**config.mk**
```make
export PLATFORM = sky130hd
export DESIGN_NAME = pwm_reg_ctrl
export DESIGN_NICKNAME = d
export VERILOG_FILES = /design/src/rtl/pwm_reg_ctrl_pkg.sv /design/src/rtl/edge_detector.sv /design/src/rtl/pwm_reg_ctrl.sv
export SDC_FILE = /design/constraint.sdc
export NUM_CORES = 1
export LEC_CHECK = 0
export ABC_AREA = 1
export CAP_MARGIN = 20
export CORE_MARGIN = 3
export CORE_UTILIZATION = 50
export DETAILED_ROUTE_END_ITERATION = 16
export PLACE_DENSITY_LB_ADDON = 0.2
export RECOVER_POWER = 50
export SYNTH_ARGS = -nofsm -noshare
export SYNTH_HDL_FRONTEND = slang
export SYNTH_SLANG_ARGS = --single-unit
```
**constraint.sdc**
```tcl
create_clock -name clk -period 5.6 [get_ports clk]
set_input_delay 1.12 -clock clk [delete_from_list [all_inputs] [get_ports clk]]
set_output_delay 1.12 -clock clk [all_outputs]
set_load 0.05 [all_outputs]
```
**src/rtl/pwm_reg_ctrl_pkg.sv**
```systemverilog
// Register map, bit positions and helpers shared by the PWM register controller.
// Pure declarations, no latency.
// No flow control.
package pwm_reg_ctrl_pkg;

    localparam int NUM_CH_MAX = 8;

    localparam logic [7:0] ADDR_CTRL       = 8'h00;
    localparam logic [7:0] ADDR_STATUS     = 8'h01;
    localparam logic [7:0] ADDR_PRESCALE   = 8'h02;
    localparam logic [7:0] ADDR_PERIOD     = 8'h03;
    localparam logic [7:0] ADDR_APERIOD    = 8'h04;
    localparam logic [7:0] ADDR_DUTY_BASE  = 8'h10;
    localparam logic [7:0] ADDR_ADUTY_BASE = 8'h18;

    localparam int CTRL_EN_BIT       = 0;
    localparam int CTRL_AUTOLOAD_BIT = 1;
    localparam int CTRL_FORCE_BIT    = 7;
    localparam int STAT_PEND_BIT     = 0;
    localparam int STAT_WERR_BIT     = 1;

    // Decoded write target; REG_NONE and REG_RO both flag a write error.
    typedef enum logic [2:0] {
        REG_NONE,
        REG_CTRL,
        REG_STATUS,
        REG_PRESCALE,
        REG_PERIOD,
        REG_DUTY,
        REG_RO
    } reg_sel_e;

    // A channel may never be asked for a duty longer than its period.
    function automatic logic [7:0] clamp_duty(input logic [7:0] duty, input logic [7:0] period);
        return (duty > period) ? period : duty;
    endfunction

endpackage

```
**src/rtl/edge_detector.sv**
```systemverilog
// Rising-edge strobe generator for a level input.
// Latency: one-cycle pulse registered the cycle after the rise is sampled.
// No flow control; history resets to INIT so a level high at release is a new edge.
module edge_detector #(
    parameter bit INIT = 1'b0
) (
    input  logic clk,
    input  logic rst_n,
    input  logic sig_i,
    output logic rise_o
);

    logic prev_q;
    logic rise_q;

    // Track the previous level and register the rise strobe.
    always_ff @(posedge clk or negedge rst_n) begin
        if (!rst_n) begin
            prev_q <= INIT;
            rise_q <= 1'b0;
        end else begin
            prev_q <= sig_i;
            rise_q <= sig_i & ~prev_q;
        end
    end

    assign rise_o = rise_q;

endmodule

```
**src/rtl/pwm_reg_ctrl.sv**
```systemverilog
// Shadow/active register bank for the PWM core, loaded only at period boundaries or on force-load.
// Latency: write commits 1 cycle after wr_en rise is seen; active regs and load_o appear the cycle after the load.
// No backpressure: one commit per wr_en rising edge, readback is combinational from addr.
module pwm_reg_ctrl
    import pwm_reg_ctrl_pkg::*;
#(
    parameter int NUM_CH = 4
) (
    input  logic                  clk,
    input  logic                  rst_n,
    input  logic [7:0]            addr,
    input  logic [7:0]            data_wr,
    input  logic                  wr_en,
    output logic [7:0]            data_rd,
    input  logic                  period_end,
    output logic                  enable_o,
    output logic [7:0]            prescale_o,
    output logic [7:0]            period_o,
    output logic [8*NUM_CH-1:0]   duty_o,
    output logic                  load_o
);

    localparam int         CH_SPAN   = (NUM_CH > NUM_CH_MAX) ? NUM_CH_MAX : NUM_CH;
    localparam logic [3:0] CH_SPAN_L = 4'(CH_SPAN);

    logic                       wr_stb;
    reg_sel_e                   reg_sel;
    logic [2:0]                 ch_idx;
    logic                       ch_in_range;
    logic                       force_ld;
    logic                       load_fire;
    logic                       shadow_wr;

    logic                       en_sh_q;
    logic                       autoload_q;
    logic                       pend_q;
    logic                       wr_err_q;
    logic [7:0]                 presc_sh_q;
    logic [7:0]                 period_sh_q;
    logic [CH_SPAN-1:0][7:0]    duty_sh_q;

    logic                       en_act_q;
    logic [7:0]                 presc_act_q;
    logic [7:0]                 period_act_q;
    logic [CH_SPAN-1:0][7:0]    duty_act_q;
    logic                       load_q;

    logic [7:0]                 data_rd_d;

    edge_detector #(.INIT(1'b0)) u_wr_edge (
        .clk    (clk),
        .rst_n  (rst_n),
        .sig_i  (wr_en),
        .rise_o (wr_stb)
    );

    assign ch_idx      = addr[2:0];
    assign ch_in_range = ({1'b0, ch_idx} < CH_SPAN_L);

    // Classify the current address as a write target.
    always_comb begin
        reg_sel = REG_NONE;
        if (addr == ADDR_CTRL)                                        reg_sel = REG_CTRL;
        else if (addr == ADDR_STATUS)                                 reg_sel = REG_STATUS;
        else if (addr == ADDR_PRESCALE)                               reg_sel = REG_PRESCALE;
        else if (addr == ADDR_PERIOD)                                 reg_sel = REG_PERIOD;
        else if (addr == ADDR_APERIOD)                                reg_sel = REG_RO;
        else if (addr[7:3] == ADDR_DUTY_BASE[7:3] && ch_in_range)     reg_sel = REG_DUTY;
        else if (addr[7:3] == ADDR_ADUTY_BASE[7:3] && ch_in_range)    reg_sel = REG_RO;
    end

    // Load uses the pre-write autoload and shadow values; a write in the same cycle re-arms pending.
    assign force_ld  = wr_stb && (reg_sel == REG_CTRL) && data_wr[CTRL_FORCE_BIT];
    assign load_fire = (pend_q && autoload_q && period_end) || force_ld;
    assign shadow_wr = wr_stb && ((reg_sel == REG_CTRL) || (reg_sel == REG_PRESCALE) ||
                                  (reg_sel == REG_PERIOD) || (reg_sel == REG_DUTY));

    // Commit SPI writes into shadow/control/status registers.
    always_ff @(posedge clk or negedge rst_n) begin
        if (!rst_n) begin
            en_sh_q     <= 1'b0;
            autoload_q  <= 1'b0;
            wr_err_q    <= 1'b0;
            presc_sh_q  <= '0;
            period_sh_q <= '0;
            duty_sh_q   <= '0;
        end else if (wr_stb) begin
            case (reg_sel)
                REG_CTRL: begin
                    en_sh_q    <= data_wr[CTRL_EN_BIT];
                    autoload_q <= data_wr[CTRL_AUTOLOAD_BIT];
                end
                REG_STATUS: begin
                    if (data_wr[STAT_WERR_BIT]) wr_err_q <= 1'b0;
                end
                REG_PRESCALE: presc_sh_q  <= data_wr;
                REG_PERIOD:   period_sh_q <= data_wr;
                REG_DUTY: begin
                    for (int n = 0; n < CH_SPAN; n++) begin
                        if (ch_idx == 3'(n)) duty_sh_q[n] <= data_wr;
                    end
                end
                default: wr_err_q <= 1'b1;
            endcase
        end
    end

    // Pending flag: set by any shadow write, cleared by a load; set wins.
    always_ff @(posedge clk or negedge rst_n) begin
        if (!rst_n) begin
            pend_q <= 1'b0;
        end else if (shadow_wr) begin
            pend_q <= 1'b1;
        end else if (load_fire) begin
            pend_q <= 1'b0;
        end
    end

    // Copy shadow to active on load, clamping each duty to the shadow period.
    always_ff @(posedge clk or negedge rst_n) begin
        if (!rst_n) begin
            en_act_q     <= 1'b0;
            presc_act_q  <= '0;
            period_act_q <= '0;
            duty_act_q   <= '0;
            load_q       <= 1'b0;
        end else begin
            load_q <= load_fire;
            if (load_fire) begin
                en_act_q     <= en_sh_q;
                presc_act_q  <= presc_sh_q;
                period_act_q <= period_sh_q;
                for (int n = 0; n < CH_SPAN; n++) begin
                    duty_act_q[n] <= clamp_duty(duty_sh_q[n], period_sh_q);
                end
            end
        end
    end

    // Readback mux; force-load bit and unmapped addresses read as zero.
    always_comb begin
        data_rd_d = '0;
        if (addr == ADDR_CTRL) begin
            data_rd_d[CTRL_EN_BIT]       = en_sh_q;
            data_rd_d[CTRL_AUTOLOAD_BIT] = autoload_q;
        end else if (addr == ADDR_STATUS) begin
            data_rd_d[STAT_PEND_BIT] = pend_q;
            data_rd_d[STAT_WERR_BIT] = wr_err_q;
        end else if (addr == ADDR_PRESCALE) begin
            data_rd_d = presc_sh_q;
        end else if (addr == ADDR_PERIOD) begin
            data_rd_d = period_sh_q;
        end else if (addr == ADDR_APERIOD) begin
            data_rd_d = period_act_q;
        end else begin
            for (int n = 0; n < CH_SPAN; n++) begin
                if (addr == ADDR_DUTY_BASE + 8'(n))  data_rd_d = duty_sh_q[n];
                if (addr == ADDR_ADUTY_BASE + 8'(n)) data_rd_d = duty_act_q[n];
            end
        end
    end

    assign data_rd    = data_rd_d;
    assign enable_o   = en_act_q;
    assign prescale_o = presc_act_q;
    assign period_o   = period_act_q;
    assign duty_o     = duty_act_q;
    assign load_o     = load_q;

endmodule

```
* After elaboration in Yosys (flattened, before gate mapping)
Cells that the tools add are included.
** Word-level totals
- Register bits after elaboration :: 104
- Bits of input ports :: 20
- Output and inout port bits :: 58
- Logic and storage cells :: 104
** Operators by class
- $lt $le $gt $ge :: 5
- Eq/ne operators :: 23
- Multiplexer cells :: 30
- Bitwise operators :: 3
- Reduce and logical (&&, ||, !) cells :: 23
** Operators by type and width (count)
- $mux 8 :: 15
- $eq 8x5->1 const B :: 8
- $gt 8x8->1 :: 4
- $mux 3 :: 7
- $eq 8x2->1 const B :: 2
- $reduce_and 3->1 :: 5
- $eq 3x2->1 const B :: 4
- $mux 6 :: 2
- $eq 5x2->1 const B :: 2
- $eq 8x1->1 const B :: 1
- $eq 8x3->1 const B :: 1
- $logic_not 8->1 :: 1
- $logic_and 1x1->1 :: 7
- $eq 3x1->1 const B :: 2
- $eq 3x3->1 const B :: 2
- $reduce_and 2->1 :: 3
- $logic_or 1x1->1 :: 4
- $mux 2 :: 2
- $reduce_or 4->1 :: 1
- $logic_not 3->1 :: 1
- $lt 3x3->1 const B :: 1
- $mux 1 :: 3
- $ne 2x2->1 const B :: 1
- $not 1->1 :: 2
- 3 further kinds :: 3

* Depth between registers and ports, before layout
Gate-level depths: netlist of the first run.
- Word-level depth :: 15
- Depth in mapped cells :: 13
- Mapped depth without buffers :: 12

* Cells and area by module
A second synthesis of the first run with hierarchy kept.
** Unflattened totals
- Cells, all modules :: 769
- Area, all modules :: 5904.4 um^2
** Modules (own cells, without submodules)
- pwm_reg_ctrl :: instances 1, cells an instance 765, area each 5844.4 um^2, seq. area each 2552.4 um^2
- edge_detector :: instances 1, cells an instance 4, area each 60.1 um^2, seq. area each 50.0 um^2

* Worst setup path after synthesis of the first run
Ideal clock, no wire load.
- Path kind :: input port to output port
- Start point :: in addr[7]
- End point :: out data_rd[4]
- Data arrival time :: 2.794 ns
- Required time :: 4.480 ns
- Slack :: 1.686 ns
- Cell stages on the path :: 11
- Buffers on the path :: 2
- Cells stage by stage :: inv_1 > nand2_1 > nor2_1 > buf_4 > buf_2 > nand4_1 > nand4_1 > nor2_1 > nand4_1 > nand2_1 > a21oi_1
** Between the ends
- Word-level cells in the longest chain between the ends :: 14
- Elaborated cells on any way between the ends :: 26
- Classes of those cells :: eq/ne (12); mux (13); reduce/logical (1)
** RTL lines
- from (decl) :: RTL line pwm_reg_ctrl.sv:11 : input logic [7:0] addr,
- $eq 8x5->1 :: RTL line pwm_reg_ctrl.sv:157 : if (addr == ADDR_DUTY_BASE + 8'(n)) data_rd_d = duty_sh_q[n];
- $mux 8 :: RTL line pwm_reg_ctrl.sv:157
- $mux 8 :: RTL line pwm_reg_ctrl.sv:158 : if (addr == ADDR_ADUTY_BASE + 8'(n)) data_rd_d = duty_act_q[n];
- $mux 8 :: RTL line pwm_reg_ctrl.sv:157
- $mux 8 :: RTL line pwm_reg_ctrl.sv:158
- $mux 8 :: RTL line pwm_reg_ctrl.sv:157
- $mux 8 :: RTL line pwm_reg_ctrl.sv:158
- $mux 8 :: RTL line pwm_reg_ctrl.sv:157
- $mux 8 :: RTL line pwm_reg_ctrl.sv:158
- $mux 8 :: RTL line pwm_reg_ctrl.sv:153 : end else if (addr == ADDR_APERIOD) begin
- $mux 8 :: RTL line pwm_reg_ctrl.sv:151 : end else if (addr == ADDR_PERIOD) begin
- $mux 8 :: RTL line pwm_reg_ctrl.sv:149 : end else if (addr == ADDR_PRESCALE) begin
- $mux 6 :: RTL line pwm_reg_ctrl.sv:146 : end else if (addr == ADDR_STATUS) begin
- $mux 6 * :: RTL line pwm_reg_ctrl.sv:143 : if (addr == ADDR_CTRL) begin
- to (decl) :: RTL line pwm_reg_ctrl.sv:14 : output logic [7:0] data_rd,
Mark *: on every way between the ends. The rest lies on a longest branch, timed or not.

* Worst setup path in the final report of the first run
- Start point :: in addr[6]
- End point :: out data_rd[3]
The elaborated chain is that of the path after synthesis.

==> results of run 1 <==
-- sequential cells by signal (all words and copies together), names as in the netlist, 8 cells and up --
name / cells
presc_sh_q: 8
period_sh_q: 8
prescale_o: 8
duty_sh_q: 32
duty_o: 32
period_o: 8
-- logic make-up after synthesis --
| kind of cell | after synthesis |
|---|---|
| AO/OA/AOI/OAI | 146 |
| AND/OR/NAND/NOR | 380 |
| buffers and inverters | 96 |
| adder cells (fa/ha/maj) | 32 |
| flip-flops | 104 |
-- synth_stat cells, types with 10 or more instances --
master	instances	area, sq um
nand2_1	211	792
dfrtp_1	104	2600
inv_1	66	248
o21ai_0	64	320
nor2_1	63	236
nand3_1	59	295
ha_1	32	400
a21oi_1	31	155
a31oi_1	23	144
o21ai_1	19	95.1
nand4_1	17	106
buf_2	11	55.1
nand2_2	10	62.6
-- stage by stage --
| step | hold slack, ns | total power, mW | area, sq um | utilization, % |
|---|---|---|---|---|
| global placement | 0.382 | 1.24 | 6670 | 59.9 |
| finish | 0.402 | 1.86 | 6930 | 62.3 |
| detailed placement | 0.394 | 1.24 | 6670 | 59.9 |
| global route | 0.418 | 1.94 | 6930 | 62.3 |
| CTS | 0.405 | 1.87 | 6960 | 62.5 |
| floorplan | 0.376 | 1.09 | 5850 | - |
-- layout make-up --
type	instances	area share [%]
inverter	73	3.95
clock inverter	6	0.903
multi-input combinational	558	40.4
clock buffer	10	3.30
sequential	104	37.6
timing repair buffer	80	11.3
tap	140	2.53
-- worst max-delay path, stage by stage --
cell             delay, ns
dlygate4sd3_1         0.55
nor2_1                0.14
nand3_1               0.15
nor2_1                0.25
nand2_1               0.23
inv_1                 0.14
nand2_1               0.06
nand3_1               0.10
nand2_1               0.07
nand2_1               0.06
nand2_1               0.06
a21oi_1               0.13
clkdlybuf4s50_1       0.82
-- layout by cell type (no fill, tap or decap), types with 3 or more instances in the layout --
master	count
dfrtp_1	104
nor2_1	65
inv_2	5
ha_1	32
a21oi_1	31
o2111ai_1	3
nand4_1	17
a31oi_1	23
clkbuf_16	9
inv_1	68
or2_2	4
o211ai_1	3
nand3_1	59
o21ai_0	64
nor2_2	4
dlygate4sd3_1	11
nand2_1	214
o21ai_1	19
clkdlybuf4s50_1	65
nor3_1	5
nand2_2	7
-- metal layers --
layer	global-route usage [%]	share of wire [%]	vias up
li1	-	-	2657
met1	45.1	44	2601
met2	45.3	44	259
met3	5.55	9.2	26
met4	8.23	2.0	0
met5	0	0	-
-- how the worst max path moves through the flow --
stage               slack (ns)    endpoint
floorplan                 1.69  data_rd[4]
global placement          0.73  data_rd[5]
detailed placement        0.74  data_rd[7]
CTS                       0.72  data_rd[7]
global route              0.34  data_rd[5]
finish                    0.60  data_rd[3]
-- power groups by stage --
stage          Sequential, mW  Combinational (mW)  Clock (mW)
4_1_cts                 0.842               0.390       0.641
2_1_floorplan           0.941               0.146           0
6_report                0.844               0.387       0.629
3_3_place_gp            0.855               0.384           0
5_1_grt                 0.848               0.420       0.670
3_5_place_dp            0.857               0.388           0
==> results.json, run 1 <==
{
  "post-place-ws_ns": 0.739,
  "power_switching_uw": 636,
  "path_class": "in -> out",
  "grt_pass1_vias": 5216,
  "multi_input_area_sq_um": 2800,
  "core_area_sq_um": 11100,
  "die-area_sq_um": 13000,
  "holdBufCountCts": 0,
  "syn_to_final_growth_pct": 18.4,
  "grt.overflow.total": 0,
  "synthAdderAreaFrac_pct": 6.84,
  "drt_drc_violations_left": 0,
  "ctsResizeCount": 0,
  "power_density_nw_per_um2": 268,
  "seqCellArea_sq_um": 2600,
  "die_h_um": 114,
  "worst_pin_slew_ns": 3.36,
  "cts_max_level": 3,
  "first_iter_violations": 609,
  "post_cts_buffers": 0,
  "worst_slack_ns": 0.599,
  "synth_compound_area_share_pct": 13.5,
  "clk_pin_slew_ns": 0.08,
  "r2r_setup_slack_ns": 2.63,
  "finalHoldViolCount": 0,
  "ant_nets": 0,
  "die_w_um": 114,
  "maxSlewViolCount": 63,
  "hp-start": "u_wr_edge.prev_q$_DFF_PN0_",
  "p_int_mw": 1.22,
  "reg2reg_from": "period_sh_q[2]$_DFFE_PN0P_",
  "crit_start": "addr[6]",
  "finalCriticalPeriod_ns": 5.00,
  "violations": "capacitance limit, slew limit",
  "ys_types": 27,
  "final_cells": 971,
  "end_kind": "primary output",
  "slew_headroom_pct": -124,
  "num_rows": 38,
  "crit_arrival_ns": 3.88,
  "finalSetupTns_ns": 0,
  "p_seq_share_pct": 45.4,
  "wl_um": 19000,
  "finClkSkew_ns": 0.0108,
  "maxCapViolations": 1,
  "worstRegToRegCells": 10,
  "synth_ff_type": "dfrtp_1",
  "netlist_instances": 758,
  "syn_area_sq_um": 5850,
  "cts_root_buf": "clkbuf_16",
  "rsz0062_at_grt": "no",
  "yosysWarningCount": 0,
  "min_to": "u_wr_edge.rise_o$_DFF_PN0_",
  "grt_pass1_wl_um": 29900,
  "async_reset_ff_share_pct": 100,
  "ys_seq_elements": 104,
  "clock-sinks": 104,
  "synth.avg_cell_area_sq_um": 7.72,
  "cts_tree": "done",
  "r2r_end": "duty_o[30]$_DFFE_PN0P_",
  "drive_gt1_share_pct": 5.05,
  "initial_utilization_pct": 52.6,
  "status": "complete, but fails checks",
  "hold_depth": 1,
  "ys_seq_area_share_pct": 44.5,
  "power_frac_clock_pct": 33.8,
  "worstSetupStartpointType": "input port",
  "synth_top_family_by_area": "simple AND/OR/NAND/NOR gates",
  "grt_antenna_before_repair": 0,
  "clockBufferDepth": 2,
  "synth_mux_area_share_pct": 0,
  "setup_viol": 0,
  "combPwrFrac_pct": 20.8,
  "synth_edf_count": 0,
  "dp.cells": 955,
  "hold_class": "reg -> reg",
  "antenna_cells": 0,
  "p_leak_nw": 3.21,
  "numPortBuffers": 77,
  "synth_xor_area_share_pct": 0,
  "io_pins": 78,
  "vias": 5543,
  "min_period_over_period_pct": 89.3,
  "cp_data_required_time_ns": 4.48,
  "clock.fmax_ghz": 0.200,
  "swShare_pct": 34.2,
  "dpl.hpwl_um": 14200,
  "synth-simple-area-share_pct": 27.9,
  "critPathMaxFanout": 5,
  "insertion_delay_ns": 0.36,
  "first_pass_iters": 7,
  "synth_fp_nets": 810,
  "fill_cells": 1034,
  "cts_buffers": 9,
  "wire_per_inst_um": 19.6,
  "vias_per_cell": 5.71,
  "nets": 878,
  "grtUsageTotal_pct": 30.2,
  "max-vdd-ir-drop_uv": 232,
  "routabilityCongestion": 0.984,
  "grt_max_degree": 63
}
(Power assumes the default switching activity.)
==> run 2: changes to the inputs <==
--- a/config.mk
+++ b/config.mk
@@ -10,6 +10,7 @@
 export CORE_MARGIN = 3
 export CORE_UTILIZATION = 50
 export DETAILED_ROUTE_END_ITERATION = 16
+export GPL_ROUTABILITY_DRIVEN = 0
 export PLACE_DENSITY_LB_ADDON = 0.2
 export RECOVER_POWER = 50
 export SYNTH_ARGS = -nofsm -noshare
==> results.json, run 2 (synthesis gave the netlist of run 1 again) <==
{
  "status": "complete, but fails checks",
  "violations": "capacitance limit, slew limit",
  "cts_tree": "done",
  "grt_antenna_before_repair": 0,
  "r2r_setup_slack_ns": 2.78,
  "grt_pass1_vias": 5455,
  "critPathMaxFanout": 6,
  "cts_root_buf": "clkbuf_16",
  "reg2reg_from": "period_sh_q[2]$_DFFE_PN0P_",
  "end_kind": "primary output",
  "rsz0062_at_grt": "no",
  "crit_arrival_ns": 3.98,
  "die_w_um": 114,
  "clockBufferDepth": 2,
  "ctsResizeCount": 0,
  "finClkSkew_ns": 0.0103,
  "clock.fmax_ghz": 0.196,
  "final_cell_mix": "nand2_1, dfrtp_1, inv_1",
  "min_period_over_period_pct": 91.0,
  "finalCriticalPeriod_ns": 5.10,
  "post-place-ws_ns": 0.706,
  "initial_utilization_pct": 52.6,
  "cts_max_level": 3,
  "die_h_um": 114,
  "setup_viol": 0,
  "finalHoldViolCount": 0,
  "grt.overflow.total": 0,
  "p_leak_nw": 3.22,
  "worst_slack_ns": 0.502,
  "vias_per_cell": 5.94,
  "worstSetupStartpointType": "input port",
  "grt_pass1_wl_um": 29400,
  "worstRegToRegCells": 10,
  "drt_drc_violations_left": 0,
  "hold_class": "reg -> reg",
  "num_rows": 38,
  "ant_nets": 0,
  "holdBufCountCts": 0,
  "antenna_cells": 0,
  "vias": 5765,
  "clock-sinks": 104,
  "min_to": "u_wr_edge.rise_o$_DFF_PN0_",
  "whs_ns": 0.401,
  "numPortBuffers": 77,
  "die-area_sq_um": 13000,
  "utilization_pct": 62.4,
  "maxSlewViolCount": 55,
  "wire_per_inst_um": 19.3,
  "first_iter_violations": 581,
  "path_class": "in -> out",
  "first_pass_iters": 5,
  "insertion_delay_ns": 0.36,
  "maxCapViolations": 1,
  "finalSetupTns_ns": 0,
  "grtUsageTotal_pct": 29.5,
  "worst_pin_slew_ns": 2.91,
  "cp_data_required_time_ns": 4.48,
  "grt_max_degree": 55,
  "core_area_sq_um": 11100,
  "hp-start": "u_wr_edge.prev_q$_DFF_PN0_",
  "syn_to_final_growth_pct": 18.6,
  "hold_depth": 1,
  "power_mw": 1.87,
  "nets": 878,
  "max-vdd-ir-drop_uv": 222,
  "power_density_nw_per_um2": 270,
  "cts_buffers": 9,
  "drive_gt1_share_pct": 5.05,
  "wl_um": 18700,
  "layout_commonest_cell": "nand2_1",
  "dpl.hpwl_um": 13800,
  "post_cts_buffers": 0,
  "r2r_end": "duty_o[30]$_DFFE_PN0P_",
  "clk_pin_slew_ns": 0.07,
  "io_pins": 78,
  "slew_headroom_pct": -93.8
}
run 2: cell count changes in the layout (fill, tap and decap cells not counted), sizes merged:
cell           delta
dlygate4sd3       +3
clkinvlp          +1
bufinv            +1
inv               -2
clkdlybuf4s50     -3
run 2: worst max path at each step:
stage / start / endpoint / cells past startpoint
final: addr[3] / data_rd[3] / 13
after global routing: addr[3] / data_rd[3] / 13
after CTS: addr[3] / data_rd[3] / 13
after detailed placement: addr[3] / data_rd[3] / 13
after global placement: addr[2] / data_rd[5] / 13
after floorplan: addr[7] / data_rd[4] / 11
run 2: per-stage QoR:
| step | cells | cell area (sq um) |
|---|---|---|
| 2_1_floorplan | 758 | 5850 |
| 3_3_place_gp | 955 | 6670 |
| 3_5_place_dp | 955 | 6670 |
| 4_1_cts | 971 | 6960 |
| 5_1_grt | 971 | 6940 |
| 6_report | 971 | 6940 |
run 2: area by class of cell:
| class | count | area, sq um |
|---|---|---|
| Clock inverter | 6 | 68.8 |
| Inverter | 73 | 274 |
| Tap cell | 140 | 175 |
| Timing Repair Buffer | 80 | 785 |
| Multi-Input combinational cell | 558 | 2810 |
| Fill cell | 1008 | 4190 |
| Clock buffer | 10 | 229 |
| Sequential cell | 104 | 2600 |
run 2: report_power, final:
group | leakage (nW) | total, mW | internal (mW) | switching [mW]
Clock | 0.143 | 0.642 | 0.349 | 0.293
Sequential | 1.39 | 0.844 | 0.794 | 0.0506
Combinational | 1.69 | 0.388 | 0.117 | 0.271
run 2: metal layers:
metal  wire [um]  vias up  global-route usage, %
li1            -     2654                      -
met1        7410     2706                   40.4
met2        8340      357                   44.4
met3        2360       48                   9.62
met4         609        0                   9.90
met5           0        -                      0
run 2: worst max-delay path, stage by stage:
cell             delay (ns)
dlygate4sd3_1          0.63
inv_1                  0.09
nand2_1                0.17
nor2_1                 0.25
nand2_1                0.22
inv_1                  0.15
nand2_1                0.07
nand3_1                0.12
nand2_1                0.07
nand2_1                0.06
nand2_1                0.06
a21oi_1                0.14
clkdlybuf4s50_1        0.82
==> run 3: changes to the inputs <==
--- a/config.mk
+++ b/config.mk
@@ -13,6 +13,7 @@
 export GPL_ROUTABILITY_DRIVEN = 0
 export PLACE_DENSITY_LB_ADDON = 0.2
 export RECOVER_POWER = 50
+export SLEW_MARGIN = 20
 export SYNTH_ARGS = -nofsm -noshare
 export SYNTH_HDL_FRONTEND = slang
 export SYNTH_SLANG_ARGS = --single-unit
==> results of run 3 <==
Final layout, timing and power as in run 2 (identical DEF).
==> edit, RTL diff (settings of run 3) <==
Change the parameter `NUM_CH` from 4 to 2.
--- a/src/rtl/pwm_reg_ctrl.sv
+++ b/src/rtl/pwm_reg_ctrl.sv
@@ -4,7 +4,7 @@
 module pwm_reg_ctrl
     import pwm_reg_ctrl_pkg::*;
 #(
-    parameter int NUM_CH = 4
+    parameter int NUM_CH = 2
 ) (
     input  logic                  clk,
     input  logic                  rst_n,
Interface: changed (resized duty_o); port bits go from 78 to 62. No check against the original RTL was run, so the function may have changed too.
==> edit against run 3 <==
The run still ends with capacitance limit, slew limit left; sequential cell count decreased by 32; area after synthesis shrank 31%; total power decreased by 7.0%; critical endpoint is now data_rd[4]; worst setup slack improved by 0.18 ns; design area down 30%; clock power fell by 27%; count of clock-buffer cells in the layout shrank 1; global-route usage decreased by 4.3 points; wire length shrank 42%.
==> edit: results (changes against run 3) <==
layout:
  fillers: 690  # -32%
  final_core_utilization_pct: 62.5  # +0.15 points
routing:
  dr.first_iter.drc_count: 342  # -41%
  finalWirelength_um: 10900  # -42%
worst_setup_path:
  critPathMaxStageDelay_ns: 0.86  # +0.04 ns
  crit-reg2reg-launch: "u_wr_edge.rise_o"
  worstReg2RegEnd: "period_o[1]"
synth:
  synth_adder_area_share_pct: 4.98  # -1.9 points
  synth.lib_cells_used.distinct: 28  # +3.7%
  post_synthesis_mux_area_share_pct: 0.280  # +0.28 points
  netlist_top_cells_area: "dfrtp_1 (45%), nand2_1 (17%), nand3_1 (7.2%), ha_1 (5.0%), inv_1 (4.9%)"
  yosysTopAreaCellShare_pct: 44.8  # +0.37 points
job:
  cap_violations: 1  # unchanged
timing:
  hold-worst-slack_ns: 0.398  # -0.00274 ns
  setup_slack_after_layout_ns: 0.678  # +0.176 ns
  report.final.slew_viol_count: 73  # +33%
grt:
  grt_pass1_vias: 3619  # -34%
  grtUsageTotal_pct: 25.2  # -4.3 points
  grt_max_degree: 73  # +33%
power:
  leak_nw: 2.46  # -24%
  internal-power_mw: 1.03  # -18%
clocking:
  clockRootBuffer: "clkbuf_8"
  cts.clk_slew.worst_paths_ns: 0.09  # +0.02 ns
status:
  outcome: "finished with violations"
  violated_checks: "capacitance limit, slew limit"
edit: cell types whose count changed after synthesis, sizes merged, moves of 4 or more:
cell	delta
nand2	-27
o21bai	+4
nand4	-12
a21oi	-17
o21ai	-34
inv	-15
buf	-10
a31oi	-23
nor2	-34
dfrtp	-32
ha	-16
edit: area by class of cell:
cell class	count	share of cell area [%]
clock buffers	9	2.55
clock inverters	7	2.11
inverters	59	4.64
multi-input cells	386	38.4
flip-flops and latches	72	37.1
well taps	102	2.63
repair buffers	62	12.5
edit: worst max path at each step:
stage                        from          to
after floorplan           addr[6]  data_rd[2]
after global placement    addr[4]  data_rd[4]
after detailed placement  addr[4]  data_rd[4]
after CTS                 addr[2]  data_rd[4]
after global routing      addr[2]  data_rd[4]
final                     addr[2]  data_rd[4]
edit: cell families after synthesis:
family / Yosys count
buffers and inverters: 69
flip-flops: 72
adder cells (fa/ha/maj): 16
multiplexers: 1
AND/OR/NAND/NOR: 297
AO/OA/AOI/OAI: 72
edit: layer usage:
layer  part of all wire, %  global-route usage [%]  wire [um]
met1                    44                    33.9       4780
met2                    45                    39.2       4920
met3                   7.2                    3.79        791
met4                   4.0                    13.4        443
met5                     0                       0          0
edit: worst register-to-register path, cell delays in order (launching register included):
cell and delay (ns):
dfrtp_1 0.50, inv_2 0.11, nor2_1 0.30, nand2_4 0.06, nand2_1 0.82, inv_4 0.46, nand2_1 0.23, o21ai_2 0.06
edit: power groups by stage:
stage          combinational (mW)  sequential [mW]  clock [mW]
6_report                    0.600            0.674       0.470
5_1_grt                     0.640            0.681       0.494
4_1_cts                     0.604            0.673       0.473
3_5_place_dp                0.603            0.683           0
3_3_place_gp                0.596            0.685           0
2_1_floorplan               0.168            0.896           0
